==> config.mk <==
export PLATFORM = sky130hd
export DESIGN_NAME = freq_meter
export DESIGN_NICKNAME = d
export VERILOG_FILES = /design/src/rtl/freq_meter_pkg.sv /design/src/rtl/freq_meter_sync_edge_detect.sv /design/src/rtl/freq_meter.sv
export SDC_FILE = /design/constraint.sdc
export NUM_CORES = 1
export LEC_CHECK = 0
export ABC_AREA = 1
export CAP_MARGIN = 20
export CORE_MARGIN = 10
export CORE_UTILIZATION = 40
export DETAILED_ROUTE_END_ITERATION = 7
export GPL_TIMING_DRIVEN = 1
export PLACE_DENSITY = 0.69
export REMOVE_ABC_BUFFERS = 1
export SLEW_MARGIN = 25
export SYNTH_ARGS = -nofsm -noshare
export SYNTH_HDL_FRONTEND = slang
export SYNTH_SLANG_ARGS = --single-unit
==> constraint.sdc <==
create_clock -name clk_in -period 2.2 [get_ports clk_in]
set_clock_uncertainty 0.2 [all_clocks]
set_input_delay 0.66 -clock clk_in [delete_from_list [all_inputs] [get_ports clk_in]]
set_output_delay 0.66 -clock clk_in [all_outputs]
set_load 0.05 [all_outputs]
==> src/rtl/freq_meter_pkg.sv <==
// rtl/freq_meter_pkg.sv - shared types and helpers for the frequency meter
package freq_meter_pkg;

  typedef enum logic [1:0] {IDLE, SETTLE, MEASURE} fm_state_t;

  // Expected edges per gate window; integer truncation is intentional.
  function automatic int exp_count(input int base, input int salida, input int gate);
    return (salida * gate) / base;
  endfunction

endpackage

==> src/rtl/freq_meter_sync_edge_detect.sv <==
// rtl/freq_meter_sync_edge_detect.sv - two-flop synchronizer with rising-edge pulse
module sync_edge_detect (
  input  logic clk,
  input  logic rst_n,
  input  logic async_in,
  output logic edge_pulse
);

  // meta_q/s1_q form the synchronizer; s2_q holds the previous synchronized value
  logic meta_q, meta_d;
  logic s1_q, s1_d;
  logic s2_q, s2_d;

  // Shift the asynchronous input down the synchronizer chain
  always_comb begin
    meta_d = async_in;
    s1_d   = meta_q;
    s2_d   = s1_q;
  end

  // Synchronizer registers, cleared to 0 by reset
  always_ff @(posedge clk or negedge rst_n) begin
    if (!rst_n) begin
      meta_q <= 1'b0;
      s1_q   <= 1'b0;
      s2_q   <= 1'b0;
    end else begin
      meta_q <= meta_d;
      s1_q   <= s1_d;
      s2_q   <= s2_d;
    end
  end

  assign edge_pulse = s1_q & ~s2_q;

endmodule

==> src/rtl/freq_meter.sv <==
// rtl/freq_meter.sv - counts sig_in rising edges per gate window and flags tolerance
module freq_meter
  import freq_meter_pkg::*;
#(
  parameter int FREC_BASE     = 100,
  parameter int FREC_ESPERADA = 10,
  parameter int GATE_CYCLES   = 1000,
  parameter int TOL           = 1,
  parameter int CNT_W         = $clog2(GATE_CYCLES + 1)
) (
  input  logic             clk_in,
  input  logic             reset,
  input  logic             en,
  input  logic             sig_in,
  output logic [CNT_W-1:0] edge_count,
  output logic             count_valid,
  output logic             in_range,
  output logic             no_signal
);

  localparam int EXP_COUNT = exp_count(FREC_BASE, FREC_ESPERADA, GATE_CYCLES);
  localparam int GATE_W    = $clog2(GATE_CYCLES);
  localparam int CW1       = CNT_W + 1;
  localparam int CMP_MAX   = (1 << CW1) - 1;
  // Tolerance band bounds, clamped so they stay representable in CNT_W+1 bits
  localparam int LO_I      = (EXP_COUNT > TOL) ? EXP_COUNT - TOL : 0;
  localparam int HI_I      = (EXP_COUNT + TOL > CMP_MAX) ? CMP_MAX : EXP_COUNT + TOL;
  localparam int LO_C      = (LO_I > CMP_MAX) ? CMP_MAX : LO_I;

  localparam logic [CW1-1:0]    CMP_LO    = CW1'(LO_C);
  localparam logic [CW1-1:0]    CMP_HI    = CW1'(HI_I);
  localparam logic [CNT_W-1:0]  CNT_MAX   = '1;
  localparam logic [GATE_W-1:0] GATE_LAST = GATE_W'(GATE_CYCLES - 1);

  logic              edge_pulse;
  fm_state_t         state_q, state_d;
  logic              settle_q, settle_d;
  logic [GATE_W-1:0] gate_q, gate_d;
  logic [CNT_W-1:0]  acc_q, acc_d;
  logic [CNT_W-1:0]  acc_sum;
  logic [CW1-1:0]    cmp_val;
  logic [CNT_W-1:0]  edge_count_q, edge_count_d;
  logic              count_valid_q, count_valid_d;
  logic              in_range_q, in_range_d;
  logic              no_signal_q, no_signal_d;

  sync_edge_detect u_sync (
    .clk        (clk_in),
    .rst_n      (reset),
    .async_in   (sig_in),
    .edge_pulse (edge_pulse)
  );

  // Window count including this cycle's edge, saturating at the counter maximum
  always_comb begin
    acc_sum = (acc_q == CNT_MAX) ? acc_q : acc_q + CNT_W'(edge_pulse);
    cmp_val = {1'b0, acc_sum};
  end

  // FSM next state, gate countdown, accumulation and result latching
  always_comb begin
    state_d       = state_q;
    settle_d      = settle_q;
    gate_d        = gate_q;
    acc_d         = acc_q;
    edge_count_d  = edge_count_q;
    count_valid_d = 1'b0;
    in_range_d    = in_range_q;
    no_signal_d   = no_signal_q;
    if (!en) begin
      // Abandon any window in progress; results keep their last values
      state_d  = IDLE;
      settle_d = 1'b0;
      gate_d   = GATE_LAST;
      acc_d    = '0;
    end else begin
      case (state_q)
        IDLE: begin
          settle_d = 1'b0;
          gate_d   = GATE_LAST;
          acc_d    = '0;
          state_d  = SETTLE;
        end
        SETTLE: begin
          // Two cycles of discarded pulses let stale synchronizer contents drain
          gate_d   = GATE_LAST;
          acc_d    = '0;
          settle_d = 1'b1;
          if (settle_q) state_d = MEASURE;
        end
        MEASURE: begin
          if (gate_q == '0) begin
            // Terminal cycle: publish and start the next window without a gap
            edge_count_d  = acc_sum;
            count_valid_d = 1'b1;
            in_range_d    = (cmp_val >= CMP_LO) && (cmp_val <= CMP_HI);
            no_signal_d   = (acc_sum == '0);
            gate_d        = GATE_LAST;
            acc_d         = '0;
          end else begin
            gate_d = gate_q - GATE_W'(1);
            acc_d  = acc_sum;
          end
        end
        default: state_d = IDLE;
      endcase
    end
  end

  // State and result registers with asynchronous active-low reset
  always_ff @(posedge clk_in or negedge reset) begin
    if (!reset) begin
      state_q       <= IDLE;
      settle_q      <= 1'b0;
      gate_q        <= GATE_LAST;
      acc_q         <= '0;
      edge_count_q  <= '0;
      count_valid_q <= 1'b0;
      in_range_q    <= 1'b0;
      no_signal_q   <= 1'b0;
    end else begin
      state_q       <= state_d;
      settle_q      <= settle_d;
      gate_q        <= gate_d;
      acc_q         <= acc_d;
      edge_count_q  <= edge_count_d;
      count_valid_q <= count_valid_d;
      in_range_q    <= in_range_d;
      no_signal_q   <= no_signal_d;
    end
  end

  assign edge_count  = edge_count_q;
  assign count_valid = count_valid_q;
  assign in_range    = in_range_q;
  assign no_signal   = no_signal_q;

endmodule

# Word level (Yosys, flattened, before mapping)
# Index checks and enable logic that the tools add are counted.
# totals
reg_bits,39
inputBits,4
out_inout_bits,13
# classes
n_addsub,2
order_cmp,2
eq_ne,7
muxes,15
bitwise_logic,2
n_reduce_logical,7
# op_table
cell,count
2-to-1 mux 10 bit,5
case mux 10 bit (2 select lines),2
logical NOT 10 bit,2
adder 10 x 1 -> 10 bit,1
== test 10 bit (second input constant),1
>= comparator 10 x 7 -> 1 bit (second input constant),1
<= comparator 10 x 7 -> 1 bit (second input constant),1
subtractor 10 x 1 -> 10 bit (second input constant),1
case mux 2 bit (3 select lines),1
2-to-1 mux 1 bit,4
2-to-1 mux 2 bit,2
inequality test 3 x 1 -> 1 bit (second input constant),1
inequality test 3 x 2 -> 1 bit (second input constant),1
inequality test 3 bit (second input constant),1
AND reduction 3 bit,1
== test 2 x 1 -> 1 bit (second input constant),1
== test 2 bit (second input constant),1
logical NOT 2 bit,1
inequality test 2 bit (second input constant),1
case mux 1 bit (2 select lines),1
AND reduction 2 bit,1
OR reduction 2 bit,1
AND 1 bit,1
logical AND 1 bit,1
inverter 1 bit,1

# Logic depth before layout (Yosys ltp)
# Gate-level depths: netlist (run 1).
# depth
depth_word,7
depth_mapped,13
depth_no_buf,13

# Cells and area by module
# From an unflattened synthesis (run 1), not the netlist that was laid out.
# hier_totals
cells_unflattened,258
hier_area_um2,2050.7
# modules_own_cells
mod,n_inst,cells_each,area_per_inst_um2,seq_area_each_um2
freq_meter,1,253,1965.6,910.9
sync_edge_detect,1,5,85.1,75.1

# Worst setup path after synthesis (run 1)
# No wires, ideal clock.
# synth_path
kind,register -> register
startpoint,reg gate_q[0]
endpoint,"reg edge_count_q[1], in the netlist edge_count[1]"
setup_time_ps,134
arrival_ps,1335
required_time_ps,1866
path_slack_ps,531
path_stages_with_launch,8
path_buffers,1
path_cell_list,dfstp_2 -> inv_1 -> ha_1 -> nand2_1 -> nor2_1 -> nand3_1 -> clkbuf_1 -> o21ai_0
# synth_via
elab_chain_cells,2
# synth_rtl
item,line_no,rtl
start: declaration,freq_meter.sv:38,"logic [GATE_W-1:0] gate_q, gate_d;"
start signal: assignment,freq_meter.sv:124,gate_q <= gate_d;
logical NOT 10 bit,freq_meter.sv:92,if (gate_q == '0) begin
AND reduction 3 bit (no source line),n/a,
end signal: assignment,freq_meter.sv:126,edge_count_q <= edge_count_d;
end: declaration,freq_meter.sv:42,"logic [CNT_W-1:0] edge_count_q, edge_count_d;"
# Every way passes these cells.
# A chain may end at the register's enable or synchronous reset.

# Worst setup path in the final report (run 1)
# layout_path
startpoint,in en
endpoint,"reg no_signal_q, in the netlist no_signal"
# layout_via
elab_chain_cells,1
# layout_rtl
item,line_no,rtl
start: declaration,freq_meter.sv:13,"input logic en,"
AND reduction 3 bit (no source line),n/a,
end signal: assignment,freq_meter.sv:129,no_signal_q <= no_signal_d;
end: declaration,freq_meter.sv:45,"logic no_signal_q, no_signal_d;"
# Every way passes these cells.

==> results.cfg, run 1 <==
[yosys]
synthesis.area_mm2 = 0.00203
syn_avg_cell_area_um2 = 8.00
seq_area_frac_synth_pct = 48.5
synth.distinct_cells = 29
synth_warnings = 0
synth_seq_cells = 39
synthCells = 254

[timing]
fmax_mhz = 510
worst_pin_slew_ns = 0.405
slew-limit-headroom_pct = 73.0
hold_slack_ns = 0.0792
fin_crit_sh_pct = 89.0
drv_slew = 0
setup-tns-final_ns = 0
fin_crit_ns = 1.96
rsz0062_at_grt = no
hold_violations = 0
setup_viol = 0

[setup_path]
cp_slowest_cell = clkdlybuf4s50_1
path_class = in2reg
crit_required_ns = 2.23
crit_arrival_ns = 1.99
crit_path_end_kind = flop
path_delay_family = simple AND/OR/NAND/NOR gates
startpoint_type = input pin
cp_slowest_stage_delay_ns = 0.49
crit_buf_inv = 1
crit_fanout = 4
worstPathCellList = clkdlybuf4s50_1 -> nand2_2 -> nor2_4 -> nand3_1 -> nor2_1 -> nand3_1 -> nor2_1 -> nand2_1 -> nand2_1

[placed_design]
dp_hpwl_mm = 3.24
portBuffers = 16
routabilityCongestion = 0.879

[routing]
drt_pre_antenna_iters = 4
vias_per_cell = 4.82
final_antenna_net_count = 0
vias = 1706
postRouteWirelength_mm = 4.21
wl_per_cell_um = 11.9
drc = 0
first_iter_violations = 81

[floorplan]
die_area_mm2 = 0.00833
fp.coreArea_mm2 = 0.00482
initial_core_util_pct = 42.2
num_rows = 25
die_h_um = 91.3
die_w_um = 91.3
ios = 17

[grt]
gr-usage-met3_pct = 2.55
first_global_vias = 1738
antenna_found_initial = 0
grt.total_usage_pct = 11.0
met2_usage_pct = 19.6
grt_start_max_net_pins = 24
grt_first_pass_wirelength_mm = 7.69
grt_busiest_layer = met2
met1_usage_pct = 12.5
grt-ovfl-total = 0

[clock_network]
clockRootBuffer = clkbuf_8
postCtsSetupBuffers = 0
insertion_delay_ns = 0.30
ctsResizeCount = 0
htreeDepth = 2
cts_tree = yes
cts.clk_slew.worst_paths_ns = 0.08
ctsHoldBuffers = 0
cts_buffers = 5
cts.path.max_buffers = 2
clock_sink_count = 39

[status]
status = completed

[layout]
multi_input_area_um2 = 868
diodes = 0
drive_above_1_share_pct = 22.6
fillers = 486
regArea_um2 = 986
final_nets = 293
most-common-layout-cells = nand2_1, inv_1, dfrtp_1
final_common_cell = nand2_1
area_growth_pct = 20.3

[power_and_ir_drop]
ir_drop_mv = 0.354
p_per_area_mw_per_mm2 = 572
p_leak_nw = 1.20

[hold_path]
hold_path_class = in2async

[job]
drv_cap = 0
==> cells in the mapped netlist <==
library cell / count / area, um^2
dfrtp_1: 31 / 776
nor4_1: 1 / 6.26
xor2_1: 1 / 8.76
nand3_2: 2 / 20.0
o21ai_0: 14 / 70.1
a31oi_1: 1 / 6.26
o311ai_0: 1 / 8.76
dfstp_2: 8 / 210
inv_2: 4 / 15.0
nand3_1: 19 / 95.1
nor3_1: 1 / 5.00
o22ai_1: 10 / 62.6
nor2_4: 6 / 67.6
nor2_1: 22 / 82.6
or2_1: 1 / 6.26
nand2_2: 7 / 43.8
xnor2_1: 2 / 17.5
nor2_2: 4 / 25.0
ha_1: 3 / 37.5
nand4_1: 5 / 31.3
clkinv_1: 1 / 3.75
buf_2: 2 / 10.0
a32o_1: 1 / 10.0
inv_1: 39 / 146
a21oi_1: 4 / 20.0
o21ai_1: 3 / 15.0
a22oi_1: 1 / 7.51
nand2_1: 59 / 221
clkbuf_1: 1 / 3.75
==> per-stage QoR <==
step | utilization [%] | total power, W | worst slack (ns) | cell area [um^2] | cells
after floorplan | - | 0.000760 | 0.178 | 2020 | 251
after global placement | 48.3 | 0.000793 | -0.0613 | 2330 | 346
after detailed placement | 48.3 | 0.000794 | -0.0581 | 2330 | 346
after CTS | 50.8 | 0.00142 | 0.240 | 2450 | 354
after global routing | 50.8 | 0.00146 | 0.112 | 2450 | 354
final | 50.8 | 0.00140 | 0.241 | 2450 | 354
==> sequential cells by signal, summed over array words and instances (netlist names), 2 cells and up <==
signal      count
state_q         2
acc_q          10
edge_count     10
gate_q         10
==> power breakdown <==
part | internal, W | switching, W | total, W | leakage, nW
clock | 0.000367 | 0.000253 | 0.000620 | 0.0612
combinational | 0.0000177 | 0.0000299 | 0.0000476 | 0.639
sequential | 0.000725 | 0.00000567 | 0.000731 | 0.502
total | 0.00111 | 0.000289 | 0.00140 | 1.20
==> final timing paths <==
kind,startpoint,end,slack [ns],cells past startpoint
worst max-delay path,en,no_signal$_DFFE_PN0P_,0.24,9
worst min-delay path,reset,edge_count[7]$_DFFE_PN0P_,0.08,1
worst max register to register,u_sync.s1_q$_DFF_PN0_,in_range$_DFFE_PN0P_,0.31,11
worst min register to register,u_sync.meta_q$_DFF_PN0_,u_sync.s1_q$_DFF_PN0_,0.15,0
max in group asynchronous,reset,gate_q[2]$_DFFE_PN1P_,1.18,2
min in group clk_in,u_sync.meta_q$_DFF_PN0_,u_sync.s1_q$_DFF_PN0_,0.15,0
==> metal layers <==
layer	wire [um]	up-vias	share of wire, %
li1	-	879	-
met1	1880	794	45
met2	2130	27	51
met3	146	6	3.5
met4	55	0	1.3
met5	0	-	0
==> kinds of logic after synthesis <==
group | Yosys count | synth area share (%)
xor+xnor | 3 | 1.29
compound gates | 35 | 9.85
flops | 39 | 48.5
buf+inv | 47 | 8.80
fa+ha+maj | 3 | 1.85
simple gates | 127 | 29.7
==> area by class of cell <==
class	count	area share (%)
inverter	44	6.75
timing repair buffer	28	9.21
multi-input combinational	168	35.5
clock inverter	2	1.43
tap	67	3.43
clock buffer	6	3.38
sequential	39	40.3
No activity file was read; power rests on OpenSTA's default activity.
==> run 2, diff against run 1 <==
CORE_UTILIZATION = 57   (was 40)
PLACE_DENSITY = 0.89   (was 0.69)
==> results.cfg, run 2 (synthesized netlist as in run 1, its figures left out) <==
[timing]
rsz0062_at_grt = no
worst_slack_ns = 0.271
setup-tns-final_ns = 0
hold_violations = 0
fmax_mhz = 518
slew-limit-headroom_pct = 77.2
fin_crit_sh_pct = 87.7
drv_slew = 0
setup_viol = 0
worst_pin_slew_ns = 0.342
fin_crit_ns = 1.93

[placed_design]
portBuffers = 16
routabilityCongestion = 0.911
place_area_mm2 = 0.00233
dp_hpwl_mm = 3.26
preCtsSetupSlack_ns = -0.0640

[floorplan]
num_rows = 21
die_w_um = 79.7
ios = 17
die_h_um = 79.7
fp.coreArea_mm2 = 0.00339
initial_core_util_pct = 60.0
die_area_mm2 = 0.00636

[grt]
grt-ovfl-total = 0
grt_start_max_net_pins = 17
grt_first_pass_wirelength_mm = 7.16
first_global_vias = 1690
grt.total_usage_pct = 14.1
antenna_found_initial = 0

[setup_path]
crit_required_ns = 2.28
path_class = reg2reg
startpoint_type = flop
crit_arrival_ns = 2.01
crit_path_end_kind = flop
cp_slowest_stage_delay_ns = 0.38
cp_slowest_cell = dfrtp_1
worstPathCellList = nor2_1 -> ha_1 -> nand2_2 -> o21ai_1 -> nand2_1 -> nor2_1 -> nand3_1 -> nor2_1 -> nand2_1 -> nand2_1
crit_fanout = 4

[layout]
area_growth_pct = 18.3
final_common_cell = nand2_1
most-common-layout-cells = nand2_1, inv_1, dfrtp_1
multi_input_area_um2 = 868
drive_above_1_share_pct = 23.5
final_cell_area_mm2 = 0.00241
fillers = 274
diodes = 0
final_nets = 299
regArea_um2 = 986

[clock_network]
clock_sink_count = 39
cts.path.max_buffers = 2
insertion_delay_ns = 0.34
postCtsSetupBuffers = 0
cts_buffers = 5
htreeDepth = 2
cts.clk_slew.worst_paths_ns = 0.11
clockRootBuffer = clkbuf_4
ctsResizeCount = 0
cts_tree = yes

[power_and_ir_drop]
p_leak_nw = 1.20
p_per_area_mw_per_mm2 = 491
ir_drop_mv = 0.463

[routing]
postRouteWirelength_mm = 4.07
wl_per_cell_um = 12.0
drt_pre_antenna_iters = 5
final_antenna_net_count = 0
first_iter_violations = 97
drc = 0
vias_per_cell = 5.09
vias = 1726

[hold_path]
hold_path_class = reg2reg

[status]
status = completed

[job]
drv_cap = 0
## run 2: changes by cell type in the layout (fill, tap and decap cells not counted)
cell / previous run / this run
clkbuf_8: 6 / 2
bufinv_16: 1 / 0
dlygate4sd3_1: 0 / 1
buf_4: 24 / 30
clkinv_2: 1 / 0
buf_12: 1 / 0
clkbuf_1: 0 / 1
clkbuf_4: 0 / 5
## run 2: area by class of cell
class / instances / share of cell area [%]
repair buffers: 34 / 10.8
flip-flops and latches: 39 / 41.0
well taps: 46 / 2.39
inverters: 44 / 6.86
clock buffers: 8 / 2.86
multi-input cells: 168 / 36.1
## run 2: routing by layer
layer | global-route usage, % | part of all wire, %
met1 | 14.8 | 42
met2 | 25.1 | 50
met3 | 4.84 | 5.6
met4 | 5.73 | 2.9
met5 | 0 | 0
## run 2: critical path: cells and delay by family (launching register included)
family                   cells  cell delay (ns)
AND/OR/NAND/NOR              8             0.94
flip-flops                   1             0.38
AO/OA/AOI/OAI                1             0.15
adder cells (fa/ha/maj)      1             0.20
## run 2: power breakdown
part	switching, W	internal, W	total (W)	leakage, nW
sequential	0.00000578	0.000725	0.000731	0.502
combinational	0.0000295	0.0000187	0.0000482	0.662
clock	0.000215	0.000188	0.000403	0.0386
## run 2: repair_timing
action,in CTS,in global routing
endpoints found under the setup margin,0,0
hold endpoints to repair,6,0
hold buffers,1,0
## run 2: metrics by stage
step	std cells	total power (W)	hold WS, ns	utilization, %
CTS	339	0.00120	0.167	71.0
floorplan	251	0.000760	0.131	-
detailed placement	330	0.000792	0.140	68.7
finish	339	0.00118	0.162	71.0
global route	339	0.00124	0.183	71.0
global placement	330	0.000791	0.135	68.7
## run 2: path summary, 6_finish.rpt
check | startpoint | endpoint | slack (ns) | cells past startpoint
max reg2reg | u_sync.s2_q$_DFF_PN0_ | in_range$_DFFE_PN0P_ | 0.27 | 10
min | u_sync.meta_q$_DFF_PN0_ | u_sync.s1_q$_DFF_PN0_ | 0.16 | 0
max in group asynchronous | reset | gate_q[2]$_DFFE_PN1P_ | 0.70 | 3
min reg2reg | u_sync.meta_q$_DFF_PN0_ | u_sync.s1_q$_DFF_PN0_ | 0.16 | 0
min in group asynchronous | reset | edge_count[7]$_DFFE_PN0P_ | 0.54 | 2
max | u_sync.s2_q$_DFF_PN0_ | in_range$_DFFE_PN0P_ | 0.27 | 10
==> run 3, diff against run 2 <==
CORE_UTILIZATION = 50   (was 57)
GPL_TIMING_DRIVEN = 0   (was 1)
PLACE_DENSITY = 0.8   (was 0.89)
==> results.cfg, run 3 (synthesized netlist as in run 1, its figures left out) <==
[routing]
final_antenna_net_count = 0
wl_per_cell_um = 12.7
vias_per_cell = 5.13
drt_pre_antenna_iters = 4
postRouteWirelength_mm = 4.24
first_iter_violations = 103
drc = 0
vias = 1713

[clock_network]
ctsHoldBuffers = 0
htreeDepth = 2
cts.path.max_buffers = 2
cts_buffers = 5
clockRootBuffer = clkbuf_8
cts.clk_slew.worst_paths_ns = 0.07
cts_tree = yes
clock_sink_count = 39
insertion_delay_ns = 0.28

[timing]
drv_slew = 0
hold_violations = 0
worst_pin_slew_ns = 0.529
fmax_mhz = 476
setup_viol = 0
fin_crit_sh_pct = 95.4
hold_slack_ns = 0.0664
fin_crit_ns = 2.10
slew-limit-headroom_pct = 64.6
setup-tns-final_ns = 0

[setup_path]
r2r-start = gate_q[6]$_DFFE_PN1P_
reg2regPathDepth = 8
startpoint_type = input pin
crit_path_end_kind = flop
crit_required_ns = 2.23
path_class = in2reg
crit_fanout = 5
r2r-end = gate_q[3]$_DFFE_PN0P_
rrSetupSlack_ns = 0.19
crit_arrival_ns = 2.13

[layout]
diodes = 0
most-common-layout-cells = nand2_1, inv_1, dfrtp_1
fillers = 344
drive_above_1_share_pct = 18.3
final_cell_area_mm2 = 0.00244
area_growth_pct = 20.2
regArea_um2 = 986
final_common_cell = nand2_1
final_nets = 290
multi_input_area_um2 = 916

[job]
drv_cap = 0

[power_and_ir_drop]
power_w = 0.00129
p_per_area_mw_per_mm2 = 530
p_leak_nw = 1.21
ir_drop_mv = 0.395

[grt]
grt_first_pass_wirelength_mm = 7.41
antenna_found_initial = 0
first_global_vias = 1719
grt-ovfl-total = 0
grt.total_usage_pct = 12.3
grt_start_max_net_pins = 27

[placed_design]
portBuffers = 16
dp_hpwl_mm = 2.98
place_area_mm2 = 0.00226
routabilityCongestion = 0.865

[floorplan]
fp.coreArea_mm2 = 0.00397
die_area_mm2 = 0.00702
initial_core_util_pct = 51.2
die_h_um = 83.8
ios = 17
die_w_um = 83.8
num_rows = 23

[status]
status = completed

[hold_path]
hold_path_class = in2async
[run 3: changes by cell type in the layout (fill, tap and decap cells not counted), moves of 2 or more]
cell           previous run  this run
dlygate4sd2_1             0        13
clkbuf_4                  5         0
nand3_4                   0         2
nor2_2                    4         6
nor2_1                   22        19
clkbuf_8                  2         7
buf_4                    30         7
[run 3: power breakdown]
part,leakage [nW],switching [W],internal [W]
Clock,0.0515,0.000231,0.000286
Combinational,0.652,0.0000306,0.0000156
Sequential,0.502,0.00000582,0.000725
Total,1.21,0.000267,0.00103
[run 3: critical path, cell delays in order]
cell and delay, ns:
clkdlybuf4s50_1 0.53, nand2_2 0.13, nor2_4 0.23, nand3_4 0.14, nor2_4 0.14, nand3_1 0.10
nor2_1 0.09, nand2_1 0.05, nand2_1 0.05
[run 3: how the worst max path moves through the flow]
stage / from / to / cells after the start
2_1_floorplan: en / no_signal$_DFFE_PN0P_ / 8
3_3_place_gp: en / no_signal$_DFFE_PN0P_ / 9
3_5_place_dp: en / no_signal$_DFFE_PN0P_ / 9
4_1_cts: en / no_signal$_DFFE_PN0P_ / 9
5_1_grt: en / in_range$_DFFE_PN0P_ / 9
6_report: en / no_signal$_DFFE_PN0P_ / 9
[run 3: through the flow]
| step | std cells | util [%] | worst slack (ns) |
|---|---|---|---|
| 2_1_floorplan | 251 | - | 0.178 |
| 3_3_place_gp | 317 | 56.5 | -0.773 |
| 3_5_place_dp | 318 | 56.8 | -0.817 |
| 4_1_cts | 326 | 59.5 | 0.00495 |
| 5_1_grt | 334 | 61.5 | -0.00330 |
| 6_report | 334 | 61.5 | 0.101 |
[run 3: metal layers]
metal	up-vias	global-route usage, %	routed length [um]
met2	23	23.0	2150
met4	0	3.65	74
met5	-	0	0
met3	7	3.22	172
li1	879	-	-
met1	804	13.1	1840
[run 3: cell type report]
cell class / count / area share (%)
Clock buffer: 8 / 4.10
Inverter: 44 / 6.86
Multi-Input combinational cell: 169 / 37.5
Sequential cell: 39 / 40.3
Tap cell: 50 / 2.56
Timing Repair Buffer: 24 / 8.65
[run 3: timing repair]
action / in CTS / in global routing
gates resized for setup: 17 / 6
buffers inserted: 0 / 7
endpoints found under the setup margin: 26 / 6
pin swaps: 0 / 2
cloned: 0 / 1
